<file path="config.mk">
export PLATFORM = sky130hd
export DESIGN_NAME = reg_access_ctrl
export DESIGN_NICKNAME = d
export VERILOG_FILES = /design/src/rtl/reg_access_ctrl.sv
export SDC_FILE = /design/constraint.sdc
export NUM_CORES = 1
export LEC_CHECK = 0
export BUFFER_PORTS_ARGS = -buffer_cell sky130_fd_sc_hd__buf_4
export CAP_MARGIN = 20
export CORE_UTILIZATION = 50
export CTS_BUF_LIST = sky130_fd_sc_hd__clkbuf_8
export DETAILED_ROUTE_END_ITERATION = 12
export PLACE_DENSITY = 0.78
export SETUP_SLACK_MARGIN = 0.4
export SYNTH_ARGS = -nofsm -noshare
export SYNTH_HDL_FRONTEND = slang
export SYNTH_SLANG_ARGS = --single-unit
</file>
<file path="constraint.sdc">
create_clock -name i_w_clk -period 1.3 [get_ports i_w_clk]
set_input_delay 0.195 -clock i_w_clk [delete_from_list [all_inputs] [get_ports i_w_clk]]
set_output_delay 0.195 -clock i_w_clk [all_outputs]
set_load 0.02 [all_outputs]
</file>
<file path="src/rtl/reg_access_ctrl.sv">
// reg_access_ctrl: single-request bus controller for a bank of tristate-output registers.
// Latency: write strobe 1 cycle after accept; read response valid 2 cycles after accept.
// Backpressure: req_ready only in IDLE; a read response is held in RESP until rsp_ready.
// Optional feature macro: REG_ACCESS_CTRL_READBACK_EN (read-back verify after every write, sticky o_w_wr_err).
module reg_access_ctrl #(
  parameter int p_data_width = 7,
  parameter int p_addr_width = 2
) (
  input  logic                              i_w_clk,
  input  logic                              i_w_reset,
  input  logic                              i_w_req_valid,
  output logic                              o_w_req_ready,
  input  logic                              i_w_req_wr,
  input  logic [p_addr_width-1:0]           i_w_req_addr,
  input  logic [p_data_width-1:0]           i_w_req_wdata,
  output logic                              o_w_rsp_valid,
  input  logic                              i_w_rsp_ready,
  output logic [p_data_width-1:0]           o_w_rsp_rdata,
  output logic [p_data_width-1:0]           o_w_bus_data,
  output logic [(1<<p_addr_width)-1:0]      o_w_we,
  output logic [(1<<p_addr_width)-1:0]      o_w_oe,
  input  logic [p_data_width-1:0]           i_w_bus_rdata,
  output logic                              o_w_wr_err
);

  localparam int N = 1 << p_addr_width;

  typedef enum logic [2:0] {
    S_IDLE,
    S_WRITE,
    S_READ,
    S_RESP,
    S_VERIFY
  } state_t;

  state_t state;

  // One-hot decode of the incoming address, registered into we/oe at accept.
  logic [N-1:0] req_onehot;
  assign req_onehot = N'(1) << i_w_req_addr;

`ifndef REG_ACCESS_CTRL_READBACK_EN
  assign o_w_wr_err = 1'b0;
`endif

  // Whole controller: state plus every strobe/handshake output registered, so
  // we/oe come straight off flops and reset clears them without waiting for a clock.
  // The latched write data lives in o_w_bus_data and the latched address in
  // o_w_we, which is why no separate addr/wdata copies are kept.
  always_ff @(posedge i_w_clk or negedge i_w_reset) begin
    if (!i_w_reset) begin
      state         <= S_IDLE;
      o_w_req_ready <= 1'b0;
      o_w_rsp_valid <= 1'b0;
      o_w_rsp_rdata <= '0;
      o_w_bus_data  <= '0;
      o_w_we        <= '0;
      o_w_oe        <= '0;
`ifdef REG_ACCESS_CTRL_READBACK_EN
      o_w_wr_err    <= 1'b0;
`endif
    end else begin
      case (state)
        S_IDLE: begin
          // req_ready comes up on the first edge after reset release; accept only once it is seen high
          if (o_w_req_ready && i_w_req_valid) begin
            o_w_req_ready <= 1'b0;
            if (i_w_req_wr) begin
              state        <= S_WRITE;
              o_w_we       <= req_onehot;
              o_w_bus_data <= i_w_req_wdata;
            end else begin
              state  <= S_READ;
              o_w_oe <= req_onehot;
            end
          end else begin
            o_w_req_ready <= 1'b1;
          end
        end

        S_WRITE: begin
          o_w_we <= '0;
`ifdef REG_ACCESS_CTRL_READBACK_EN
          // reuse the write strobe pattern as the read-back select
          state  <= S_VERIFY;
          o_w_oe <= o_w_we;
`else
          state         <= S_IDLE;
          o_w_bus_data  <= '0;
          o_w_req_ready <= 1'b1;
`endif
        end

`ifdef REG_ACCESS_CTRL_READBACK_EN
        S_VERIFY: begin
          if (i_w_bus_rdata != o_w_bus_data) begin
            o_w_wr_err <= 1'b1;
          end
          o_w_oe        <= '0;
          o_w_bus_data  <= '0;
          state         <= S_IDLE;
          o_w_req_ready <= 1'b1;
        end
`endif

        S_READ: begin
          o_w_oe        <= '0;
          o_w_rsp_rdata <= i_w_bus_rdata;
          o_w_rsp_valid <= 1'b1;
          state         <= S_RESP;
        end

        S_RESP: begin
          if (i_w_rsp_ready) begin
            o_w_rsp_valid <= 1'b0;
            o_w_req_ready <= 1'b1;
            state         <= S_IDLE;
          end
        end

        default: begin
          state         <= S_IDLE;
          o_w_we        <= '0;
          o_w_oe        <= '0;
          o_w_bus_data  <= '0;
          o_w_rsp_valid <= 1'b0;
          o_w_req_ready <= 1'b1;
        end
      endcase
    end
  end

endmodule

</file>
==> results of run 1 <==
## final cells by class
type / instances / area, um^2
well taps: 28 / 35.0
flip-flops and latches: 26 / 653
clock buffers: 3 / 41.3
multi-input cells: 72 / 603
repair buffers: 84 / 742
fillers: 86 / 198
clock inverters: 1 / 3.75
## cells by family after synthesis
logic type,synth area share (%)
compound gates,24.2
buf+inv,4.91
flops,52.1
mux,7.21
other cells,0.300
simple gates,11.3
## path summary, 6_finish.rpt
path	start	endpoint	slack (ps)	cells past startpoint
hold reg to reg	o_w_rsp_rdata[4]$_DFFE_PN0N_	o_w_rsp_rdata[4]$_DFFE_PN0N_	550	1
min in group asynchronous	i_w_reset	o_w_rsp_rdata[0]$_DFFE_PN0N_	370	2
setup / recovery	o_w_req_ready$_DFFE_PN0P_	o_w_oe[3]$_DFFE_PN0P_	20	4
max in group asynchronous	i_w_reset	state[1]$_DFFE_PN0P_	660	2
setup reg to reg	o_w_req_ready$_DFFE_PN0P_	o_w_oe[3]$_DFFE_PN0P_	20	4
hold / removal	i_w_bus_rdata[2]	o_w_rsp_rdata[2]$_DFFE_PN0N_	140	2
## placed cells by master, fill, tap and decap left out, types with 2 or more instances in the layout
cell type	n
a22oi_2	11
mux2_4	8
a22oi_1	2
a32oi_1	2
dfrtp_2	2
o21ai_2	11
buf_6	29
clkbuf_8	3
dfrtp_1	24
nor2b_1	3
o21ai_1	6
buf_4	54
nand2_1	18
## power by group through the flow
stage,clock network (mW),registers [mW],logic (mW)
final,0.480,1.40,3.11
after global routing,0.507,1.42,3.22
after floorplan,0,1.67,0.906
after CTS,0.474,1.35,2.53
after global placement,0,1.36,1.84
after detailed placement,0,1.39,1.88
## worst max-delay path, delay by kind of cell (launching register included)
kind / cells / cell delay (ps)
buffers and inverters: 1 / 130
AO/OA/AOI/OAI: 2 / 370
AND/OR/NAND/NOR: 1 / 210
flip-flops: 1 / 440
## repair_timing
item / CTS / global route
setup buffers: 23 / 9
gates cloned: 0 / 0
setup endpoints to repair: 50 / 50
pin swaps: 5 / 3
resized for setup: 34 / 15
hold buffers: 1 / 0
endpoints found under the hold margin: 26 / 0
## metal layers
metal	vias to the layer above	GRT usage, %	routed length, um
met1	622	30.7	1620
met3	19	4.09	326
li1	539	-	-
met4	0	13.1	210
met5	-	0	0
met2	75	47.4	2320
## state kept, by name (all words and copies together), names as in the netlist
name,cells
o_w_bus_data,7
o_w_rsp_rdata,7
o_w_oe,4
o_w_we,4
state,2
o_w_req_ready,1
o_w_rsp_valid,1
## per-stage QoR
step	cell area (um^2)	setup WS, ps	instances	hold WS, ps
after floorplan	1260	173	106	-101
after global placement	1610	88.1	177	119
after detailed placement	1610	55.4	177	121
after CTS	1940	120	205	145
after global routing	2080	41.4	214	140
final	2080	21.9	214	136
==> qor.tcl, run 1 <==
set qor(post-route-drc-count) 0
set qor(rsz0062_at_grt) {true}
set qor(synthFlopType) {dfrtp_1}
set qor(cts_max_level) 1
set qor(rows) 17
set qor(area_delta_synth_final_pct) 66.3
set qor(first_pass_iters) 4
set qor(max-clock-path-buffers) 2
set qor(ir_worst_vdd_mv) 2.28
set qor(grtUsageTotal_pct) 26.7
set qor(drt_iter0_drc) 40
set qor(synth_edf_count) 0
set qor(power_leakage_nw) 1.00
set qor(core-area_um2) 2280
set qor(timing_worst_setup_path_type) {register to register}
set qor(chipWidth_um) 52
set qor(worst-path-max-fanout) 6
set qor(clock-sinks) 26
set qor(critPathLaunchType) {register}
set qor(timing_max_transition_violations_final) 0
set qor(worstPathArrival_ps) 1440
set qor(final_gp_congestion) 0.785
set qor(number_of_different_library_cells_in_the_post_synthesis_netlist) 22
set qor(finalSetupViolations) 0
set qor(synthCells) 106
set qor(fin_setup_tns_ps) 0
set qor(internal-power_mw) 3.03
set qor(yosys_register_bits) 26
set qor(cts-buffers-inserted) 3
set qor(sequential_area_share_after_synthesis_pct) 52.1
set qor(synthesis.yosys.warnings) 0
set qor(cap_violations) 0
set qor(final.min_clock_period_ps) 1280
set qor(switchingPower_mw) 1.95
set qor(top_level_ports) 46
set qor(number_of_global_route_vias_before_repair) 1178
set qor(drt-total-wl_mm) 4.48
set qor(die-area_um2) 2700
set qor(comb_power_share_pct) 62.4
set qor(clk_root_buffer_cell) {clkbuf_8}
set qor(number_of_vias_in_the_routed_layout) 1255
set qor(syn-mean-instance-area_um2) 11.8
set qor(total_power_divided_by_cell_area_nw_per_um2) 2400
set qor(share_seq_of_total_power_pct) 28.0
set qor(fmax_ghz) 0.782
set qor(dpl.hpwl_mm) 1.95
set qor(number_of_antenna_violations_at_the_first_check_in_global_routing) 0
set qor(ratio_of_routed_vias_to_standard_cells) 5.86
set qor(critPathRequiredTime_ps) 1460
set qor(path_clk_slew_ps) 100
set qor(postSynth.asyncResetShare_pct) 100
set qor(maximum_number_of_pins_on_one_net_before_global_route_repair) 27
set qor(totalPowerFinal_mw) 4.98
set qor(hold_viol) 0
set qor(initial_utilization_pct) 54.9
set qor(clock_power_share_pct) 9.6
set qor(min-delay-path-class) {input pin to register}
set qor(post_route_cells_drive_above_1_share_pct) 65.6
set qor(cpPeakStageDelay_ps) 440
set qor(worst_clock_skew_ps) 10.1
set qor(list_of_most_frequent_post_synthesis_cells) {dfrtp_1 (26), nand2_1 (19), a22oi_2 (10), o21ai_2 (10), mux2_2 (8)}
set qor(cts_tree) {done}
set qor(end_kind) {register}
set qor(period_share_pct) 98.3
set qor(portBuffers) 44
set qor(finish.net_count) 208
set qor(grt_pass1_wl_mm) 5.15
set qor(status) {complete, no violations}
set qor(routedWlPerCell_um) 20.9
set qor(finish.utilization_pct) 91.3
set qor(crit_path_top_delay_cell) {dfrtp_2}
set qor(insertion_delay_ps) 280
set qor(power.share.switching_pct) 39.1
set qor(synthesis.nets) 127
set qor(overflow) 0
set qor(synthesis.area_um2) 1250
set qor(critical_path.cell_chain) {buf_6 -> nand3b_1 -> a32oi_1 -> o21ai_1}
set qor(num_antenna_cells) 0
set qor(drt.antenna.violating_nets) 0
set qor(die_height_um) 52
set qor(synthMostInstantiatedCell) {dfrtp_1}
set qor(post-synth-top-area-fraction_pct) 52.1
set qor(netlist.top_cell.by_area) {dfrtp_1}
set qor(synthTopCellsByArea) {dfrtp_1 (52%), a22oi_2 (10%), mux2_2 (7.2%)}
Power figures use the tool's default switching activity.
==> run 2, diff against run 1 <==
--- a/config.mk
+++ b/config.mk
@@ -8,7 +8,7 @@
 export BUFFER_PORTS_ARGS = -buffer_cell sky130_fd_sc_hd__buf_4
 export CAP_MARGIN = 20
 export CORE_UTILIZATION = 50
-export CTS_BUF_LIST = sky130_fd_sc_hd__clkbuf_8
+export CTS_BUF_LIST = sky130_fd_sc_hd__clkbuf_2 sky130_fd_sc_hd__clkbuf_4 sky130_fd_sc_hd__clkbuf_8
 export DETAILED_ROUTE_END_ITERATION = 12
 export PLACE_DENSITY = 0.78
 export SETUP_SLACK_MARGIN = 0.4
==> qor.tcl, run 2 (synthesized netlist as in run 1, its figures left out) <==
set qor(status) {complete, no violations} ;# unchanged
set qor(largestRegisters) {o_w_bus_data (7), o_w_rsp_rdata (7)} ;# unchanged
set qor(max-clock-path-buffers) 2 ;# unchanged
set qor(dpl.hpwl_mm) 1.95 ;# unchanged
set qor(number_of_antenna_violations_at_the_first_check_in_global_routing) 0 ;# unchanged
set qor(top_level_ports) 46 ;# unchanged
set qor(mostFrequentLayoutCell) {buf_4} ;# unchanged
set qor(post-route-drc-count) 0 ;# unchanged
set qor(period_share_pct) 92.0 ;# was 98.3%
set qor(worst_clock_skew_ps) 6.80 ;# was 10.1 ps
set qor(min-delay-path-class) {input pin to register} ;# unchanged
set qor(rsz0062_at_grt) {true} ;# unchanged
set qor(cts_max_level) 1 ;# unchanged
set qor(initial_utilization_pct) 54.9 ;# unchanged
set qor(clk_root_buffer_cell) {clkbuf_4} ;# was clkbuf_8
set qor(worstPathArrival_ps) 1460 ;# was 1440 ps
set qor(cts-buffers-inserted) 3 ;# unchanged
set qor(ir_worst_vdd_mv) 1.69 ;# was 2.28 mV
set qor(maximum_number_of_pins_on_one_net_before_global_route_repair) 27 ;# unchanged
set qor(first_pass_iters) 5 ;# was 4
set qor(overflow) 0 ;# unchanged
set qor(chipWidth_um) 52 ;# unchanged
set qor(timing_max_transition_violations_final) 0 ;# unchanged
set qor(ratio_of_routed_vias_to_standard_cells) 5.52 ;# was 5.86
set qor(cts_tree) {done} ;# unchanged
set qor(drt.antenna.violating_nets) 0 ;# unchanged
set qor(number_of_global_route_vias_before_repair) 1126 ;# was 1178
set qor(drt_iter0_drc) 27 ;# was 40
set qor(die-area_um2) 2700 ;# unchanged
set qor(min_path_cells) 2 ;# unchanged
set qor(portBuffers) 44 ;# unchanged
set qor(area_delta_synth_final_pct) 58.5 ;# was 66.3%
set qor(number_of_vias_in_the_routed_layout) 1164 ;# was 1255
set qor(rows) 17 ;# unchanged
set qor(worst-path-max-fanout) 7 ;# was 6
set qor(power_leakage_nw) 0.934 ;# was 1.00 nW
set qor(end_kind) {register} ;# unchanged
set qor(timing_worst_setup_path_type) {register to register} ;# unchanged
set qor(fmax_ghz) 0.836 ;# was 0.782 GHz
set qor(die_height_um) 52 ;# unchanged
set qor(total_power_divided_by_cell_area_nw_per_um2) 2230 ;# was 2400 nW/um^2
set qor(numPlacedInstances) 177 ;# unchanged
set qor(r2r_slack_ps) 100 ;# was 20 ps
set qor(post-place-ws_ps) 55.4 ;# unchanged
set qor(critPathLaunchType) {register} ;# unchanged
set qor(grtUsageTotal_pct) 26.5 ;# was 26.7%
set qor(final.min_clock_period_ps) 1200 ;# was 1280 ps
set qor(clock-sinks) 26 ;# unchanged
set qor(finish.net_count) 205 ;# was 208
set qor(critPathRequiredTime_ps) 1560 ;# was 1460 ps
set qor(drt-total-wl_mm) 3.34 ;# was 4.48 mm
set qor(endpoint) {o_w_bus_data[2]$_DFFE_PN0P_} ;# was o_w_oe[3]$_DFFE_PN0P_
set qor(insertion_delay_ps) 330 ;# was 280 ps
set qor(filler_cell_count_in_the_final_layout) 117 ;# was 86
set qor(hold_viol) 0 ;# unchanged
set qor(finalSetupViolations) 0 ;# unchanged
set qor(whs_ps) 88.2 ;# was 136 ps
set qor(routedWlPerCell_um) 15.8 ;# was 20.9 um
set qor(timing.final.ws_setup_ps) 104 ;# was 21.9 ps
set qor(path_clk_slew_ps) 140 ;# was 100 ps
set qor(crit-reg2reg-capture) {o_w_bus_data[2]$_DFFE_PN0P_} ;# was o_w_oe[3]$_DFFE_PN0P_
set qor(post_layout_cell_count) 211 ;# was 214
set qor(critPathLaunch) {state[1]$_DFFE_PN0P_} ;# was o_w_req_ready$_DFFE_PN0P_
set qor(cap_violations) 0 ;# unchanged
set qor(grt_pass1_wl_mm) 5.11 ;# was 5.15 mm
set qor(most-common-layout-cells) {buf_4 (52), buf_6 (28), dfrtp_1 (24), nand2_1 (19), a22oi_2 (11)} ;# was buf_4 (54), buf_6 (29), dfrtp_1 (24), nand2_1 (18)
set qor(core-area_um2) 2280 ;# unchanged
set qor(r2r_cells) 4 ;# unchanged
set qor(post_route_cells_drive_above_1_share_pct) 63.9 ;# was 65.6%
set qor(launch_point_of_the_worst_reg_to_reg_path) {state[1]$_DFFE_PN0P_} ;# was o_w_req_ready$_DFFE_PN0P_
set qor(num_antenna_cells) 0 ;# unchanged
set qor(fin_setup_tns_ps) 0 ;# unchanged
set qor(final_gp_congestion) 0.785 ;# unchanged
run 2: where the power goes:
part / total [mW] / switching (mW) / leakage (nW) / internal [mW]
Combinational: 2.67 / 1.21 / 0.589 / 1.46
Clock: 0.378 / 0.237 / 0.0184 / 0.141
Sequential: 1.38 / 0.251 / 0.326 / 1.12
run 2: worst min path at each step:
stage / end / start
after global placement: o_w_bus_data[3]$_DFFE_PN0P_ / i_w_reset
after CTS: o_w_rsp_rdata[6]$_DFFE_PN0N_ / i_w_bus_rdata[6]
after floorplan: o_w_bus_data[0]$_DFFE_PN0P_ / i_w_reset
final: o_w_rsp_rdata[6]$_DFFE_PN0N_ / i_w_bus_rdata[6]
after global routing: o_w_rsp_rdata[4]$_DFFE_PN0N_ / i_w_bus_rdata[4]
after detailed placement: o_w_bus_data[3]$_DFFE_PN0P_ / i_w_reset
run 2: stage by stage:
step                      total power [mW]  utilization, %  area [um^2]
final                                 4.42            87.0         1980
after CTS                             4.25            84.1         1910
after detailed placement              3.27            70.6         1610
after floorplan                       2.58               -         1260
after global routing                  4.64            87.0         1980
after global placement                3.20            70.6         1610
run 2: worst max-delay path: stages (launching register included):
cell and delay, ps:
dfrtp_2 460, and4b_2 330, buf_6 160, a22oi_2 70, o21ai_2 120
run 2: area by class of cell:
type	instances	area [um^2]	share of cell area, %
multi-input combinational	72	547	27.6
clock buffer	4	30.0	1.52
timing repair buffer	81	716	36.1
sequential	26	653	33.0
tap	28	35.0	1.77
run 2: what timing repair did:
action / 4_1_cts / 5_1_grt
endpoints found under the setup margin: 50 / 50
pin swaps: 5 / 3
endpoints found under the hold margin: 26 / 0
hold buffers: 1 / 0
gates cloned: 0 / 0
buffers inserted: 22 / 7
resized for setup: 32 / 4
run 2: layer usage:
layer	global-route usage, %	vias up	wire [um]
met4	14.0	0	56
li1	-	545	-
met3	3.22	4	130
met1	31.9	579	1350
met5	0	-	0
met2	45.7	36	1800
